**config.mk**
```make
export PLATFORM = sky130hd
export DESIGN_NAME = imem_loader
export DESIGN_NICKNAME = d
export VERILOG_FILES = /design/src/rtl/imem_loader.sv
export SDC_FILE = /design/constraint.sdc
export NUM_CORES = 1
export LEC_CHECK = 0
export CELL_PAD_IN_SITES_DETAIL_PLACEMENT = 0
export CELL_PAD_IN_SITES_GLOBAL_PLACEMENT = 2
export CORE_MARGIN = 3
export CORE_UTILIZATION = 37
export CTS_CLUSTER_SIZE = 28
export DETAILED_ROUTE_END_ITERATION = 12
export DONT_BUFFER_PORTS = 1
export PLACE_DENSITY = 0.76
export REMOVE_ABC_BUFFERS = 1
export SETUP_SLACK_MARGIN = 0.5
export SYNTH_ARGS = -nofsm -noshare
export SYNTH_HDL_FRONTEND = slang
export SYNTH_SLANG_ARGS = --single-unit
```
**constraint.sdc**
```tcl
create_clock -name clk -period 2.2 [get_ports clk]
set_clock_uncertainty 0.05 [all_clocks]
set_input_delay 0.44 -clock clk [delete_from_list [all_inputs] [get_ports clk]]
set_output_delay 0.44 -clock clk [all_outputs]
set_load 0.02 [all_outputs]
```
**src/rtl/imem_loader.sv**
```systemverilog
// Instruction-memory loader: takes a length word and L payload words, writes them to IMEM, then releases cpu_hold.
// Optional trailing checksum word is enabled by defining IMEM_LOADER_CHECKSUM_EN.
module imem_loader #(
  parameter int ADDR_W = 10,
  parameter int DEPTH  = 1024
) (
  input  logic              clk,
  input  logic              rst,
  input  logic              start,
  input  logic [31:0]       word_in,
  input  logic              word_valid,
  output logic              mem_we,
  output logic [ADDR_W-1:0] mem_addr,
  output logic [31:0]       mem_wdata,
  output logic              cpu_hold,
  output logic              busy,
  output logic              load_done,
  output logic              err_len,
  output logic              err_csum
);

  localparam logic [31:0] DEPTH_W = 32'(DEPTH);

  typedef enum logic [2:0] {
    ST_IDLE,
    ST_WAIT_LEN,
    ST_LOAD,
    ST_DONE,
    ST_ERROR
`ifdef IMEM_LOADER_CHECKSUM_EN
    , ST_CHECK
`endif
  } state_t;

  state_t            state_q, state_d;
  logic [ADDR_W-1:0] idx_q, idx_d;
  logic [ADDR_W-1:0] len_m1_q, len_m1_d;
  logic              mem_we_q, mem_we_d;
  logic [ADDR_W-1:0] mem_addr_q, mem_addr_d;
  logic [31:0]       mem_wdata_q, mem_wdata_d;
  logic              err_len_q, err_len_d;
`ifdef IMEM_LOADER_CHECKSUM_EN
  logic [31:0]       acc_q, acc_d;
  logic              err_csum_q, err_csum_d;
`endif

  always_ff @(posedge clk or posedge rst) begin
    if (rst) begin
      state_q     <= ST_IDLE;
      idx_q       <= '0;
      len_m1_q    <= '0;
      mem_we_q    <= 1'b0;
      mem_addr_q  <= '0;
      mem_wdata_q <= '0;
      err_len_q   <= 1'b0;
`ifdef IMEM_LOADER_CHECKSUM_EN
      acc_q       <= '0;
      err_csum_q  <= 1'b0;
`endif
    end else begin
      state_q     <= state_d;
      idx_q       <= idx_d;
      len_m1_q    <= len_m1_d;
      mem_we_q    <= mem_we_d;
      mem_addr_q  <= mem_addr_d;
      mem_wdata_q <= mem_wdata_d;
      err_len_q   <= err_len_d;
`ifdef IMEM_LOADER_CHECKSUM_EN
      acc_q       <= acc_d;
      err_csum_q  <= err_csum_d;
`endif
    end
  end

  always_comb begin
    state_d     = state_q;
    idx_d       = idx_q;
    len_m1_d    = len_m1_q;
    mem_we_d    = 1'b0;
    mem_addr_d  = mem_addr_q;
    mem_wdata_d = mem_wdata_q;
    err_len_d   = err_len_q;
`ifdef IMEM_LOADER_CHECKSUM_EN
    acc_d       = acc_q;
    err_csum_d  = err_csum_q;
`endif
    // start opens a fresh session from any state and always beats a coincident word
    if (start) begin
      state_d   = ST_WAIT_LEN;
      idx_d     = '0;
      err_len_d = 1'b0;
`ifdef IMEM_LOADER_CHECKSUM_EN
      acc_d      = '0;
      err_csum_d = 1'b0;
`endif
    end else if (word_valid) begin
      case (state_q)
        ST_WAIT_LEN: begin
          if (word_in == 32'd0 || word_in > DEPTH_W) begin
            state_d   = ST_ERROR;
            err_len_d = 1'b1;
          end else begin
            // L <= 2**ADDR_W, so L-1 always fits in the index width
            len_m1_d = word_in[ADDR_W-1:0] - ADDR_W'(1);
            state_d  = ST_LOAD;
          end
        end
        ST_LOAD: begin
          mem_we_d    = 1'b1;
          mem_addr_d  = idx_q;
          mem_wdata_d = word_in;
`ifdef IMEM_LOADER_CHECKSUM_EN
          acc_d = acc_q + word_in;
`endif
          if (idx_q == len_m1_q) begin
`ifdef IMEM_LOADER_CHECKSUM_EN
            state_d = ST_CHECK;
`else
            state_d = ST_DONE;
`endif
          end else begin
            idx_d = idx_q + ADDR_W'(1);
          end
        end
`ifdef IMEM_LOADER_CHECKSUM_EN
        ST_CHECK: begin
          if (word_in == acc_q) begin
            state_d = ST_DONE;
          end else begin
            state_d    = ST_ERROR;
            err_csum_d = 1'b1;
          end
        end
`endif
        default: ;
      endcase
    end
  end

  assign mem_we    = mem_we_q;
  assign mem_addr  = mem_addr_q;
  assign mem_wdata = mem_wdata_q;
  assign cpu_hold  = (state_q != ST_DONE);
  assign load_done = (state_q == ST_DONE);
  assign err_len   = err_len_q;
`ifdef IMEM_LOADER_CHECKSUM_EN
  assign busy     = (state_q == ST_WAIT_LEN) || (state_q == ST_LOAD) || (state_q == ST_CHECK);
  assign err_csum = err_csum_q;
`else
  assign busy     = (state_q == ST_WAIT_LEN) || (state_q == ST_LOAD);
  assign err_csum = 1'b0;
`endif

endmodule

```
==> metrics.txt <==
status=finished with violations; failing checks=hold timing; CTS tree=built; minimum clock period=between 1500 and 2000 ps; core area=a little under 0.008 mm2; cts hold-fix bufs=0; DRC Markers=0; CP Max Fanout=5; CTS root buffer=clkbuf_8; Worst-Margin Slew=slightly below 600 ps; top_reg_cell synth=dfrtp_1; Fill cells=718; Longest Clk Path Bufs=2; Worst Setup End Kind=register; drt wl/cell=about 19 um; Gate Count Post-Synth=~240; post-synthesis sequential area ratio=between 50% and 60%; reg2reg start=idx_q[6]; final hold vios=8; crit path max-delay cell type=or4b_4; ANT cells=0; # Max-Cap Violations=0; port bufs=0; Routed WL=~7.3 mm; Die W=~97 um; routability cong.=slightly above 0.7; top post-synthesis cells by area=dfrtp_1 55%, mux2_2 19%, xor2_1 4.6%; overall via count from detail_route=around 2000; layout cell share with drive strength beyond 1=52.1%; total CTS buffers=9; Post-Syn Area per Cell=roughly 13 um2; Setup Crit Path Kind=in2reg; Clock Sinks=between 60 and 70; Mapped Area=0.00303 mm2; Yosys top cell by area=dfrtp_1; drt pass-1 iters=4; relative slew slack=between 60 and 70%; YS warnings=0; Pwr Total=~0.0023 W; Rows=32; Initial Util=just under 40%; Worst setup startpoint=word_in[1]; crit-path cells=inv_8 -> ha_4 -> or4b_4 -> nor3_4 -> xnor2_2 -> nand4b_1 -> buf_6 -> mux2_4; asr flop ratio synth=100%; die area=0.00932 mm2; total track usage=between 10% and 20%; Peak Freq=roughly 0.55 GHz; IO Count=between 80 and 90; CP arrival=between 1500 and 2000 ps; Power Dens Cells=574 mW/mm2; Leakage=about 1.9 nW; Final Cycle Share=between 80% and 90%; global-route wire length before repair=10.1 mm; synth unique cells=39; number of global-route vias before repair=~2000; hpwl dp=about 4.6 mm; fin. max-slew vios=0; grt ovf=0; area growth from synthesis to layout=34.6%; setup violators final=0; post-route ant nets=0; Die Y=96.6 um; maximum vdd drop=roughly 0.30 mV; Setup crit start kind=input port; Hold/Removal Path Class=in2async; Synth Register Bits=67; critical path required time=2370 ps; Yosys top cell area share=a little under three fifths; clock transition at the registers of the reported paths=roughly 70 ps; htree depth=3; 1st-iter DRT viols=a little over 80; clock latency on the worst-skew pair=340 ps; RSZ-0062 raised after global routing=true; initial antenna violation count=0; Hold Slack=-5.59 ps; via/cell ratio=~5.2; Post-synth EDFFs=0; largest net degree at the start of global routing=42; largest stage delay on the critical path=460 ps; number of nets in the layout=roughly 320
==> kinds of logic after synthesis <==
logic type	Yosys count	synth area share, %
buffers and inverters	16	2.52
other	1	0.124
muxes	53	19.6
DFF	67	55.3
adders and majority gates	3	1.24
and+or+nand+nor	53	10.2
xor gates and xnor gates	20	5.77
AOI/OAI and AO/OA	25	5.32
==> metal layers <==
layer	wire [um]	vias up	GRT usage [%]
met4	82	0	7.13
met3	379	8	3.56
met5	0	-	0
met2	3560	52	21.7
li1	-	933	-
met1	3270	1002	19.3
==> critical path, delay by kind of cell <==
kind / cells / cell delay [ps]
xor gates and xnor gates: 1 / 140
adders and majority gates: 1 / 100
buffers and inverters: 2 / 210
muxes: 1 / 290
and+or+nand+nor: 3 / 790
==> metrics by stage <==
step	std cells	util, %	TNS [ps]	setup WS [ps]	cell area [um2]
CTS	372	46.5	0	400	3650
finish	384	52.0	0	387	4080
floorplan	229	-	-44880	-1020	2980
global placement	343	41.2	0	88.4	3230
global route	384	52.0	0	313	4080
detailed placement	343	41.2	-4.91	-4.91	3230
==> cells in the mapped netlist (2+ instances only) <==
master,number
nor2b_1,2
nand3_1,2
nand2_1,7
dfrtp_1,67
mux2i_1,2
buf_2,4
o21ba_2,2
xor2_1,16
nor3_1,3
a21oi_1,9
nand4_1,5
mux2_2,51
xnor2_1,4
inv_1,7
ha_1,3
clkbuf_1,3
and3_1,2
nor2_1,10
or3_1,6
nor4_1,8
o21ai_0,6
o31a_1,2
==> what timing repair did <==
action / 4_1_cts / 5_1_grt
pin swaps: 16 / 18
setup buffers: 12 / 8
setup endpoints to repair: 35 / 66
resized for setup: 31 / 70
hold endpoints to repair: 0 / 0
cloned: 2 / 4
==> sequential cells by signal, indices dropped and copies added (netlist names) <==
signal / count
idx_q: 10
mem_we: 1
mem_wdata: 32
err_len: 1
len_m1_q: 10
mem_addr: 10
state_q: 3
==> final timing paths <==
check,endpoint,slack [ps],cells after the start
setup / recovery,len_m1_q[8],390,8
hold / removal,mem_wdata[1],-6,1
setup reg to reg,idx_q[6],440,6
hold reg to reg,len_m1_q[2],490,1
max in group asynchronous,idx_q[8],1470,2
min in group clk,state_q[2],100,1
==> where the power goes <==
group	internal, W	total (W)	switching, W
clock	0.000544	0.000999	0.000455
sequential	0.00124	0.00124	0.00000762
combinational	0.0000440	0.000101	0.0000572
total	0.00182	0.00234	0.000520
==> final cells by class <==
class / count / area (um2) / area share (%)
clock buffers: 10 / 138 / 3.37
inverters: 7 / 62.6 / 1.53
repair buffers: 37 / 399 / 9.78
multi-input cells: 156 / 1620 / 39.6
well taps: 102 / 128 / 3.13
flip-flops and latches: 67 / 1690 / 41.3
clock inverters: 5 / 53.8 / 1.32
==> cells in the final DEF (no fill, tap or decap), types with 4 or more instances in the layout <==
cell type,count
mux2_2,13
buf_12,4
xor2_2,4
dfrtp_2,8
xor2_1,12
nand2_1,6
mux2_4,38
buf_4,26
a21oi_2,5
nor4_1,5
dfrtp_1,59
o21ai_0,4
a21oi_1,4
nand4_1,5
nor2_1,8
clkbuf_8,10
or3_1,5
No activity file was read; power rests on OpenSTA's default activity.
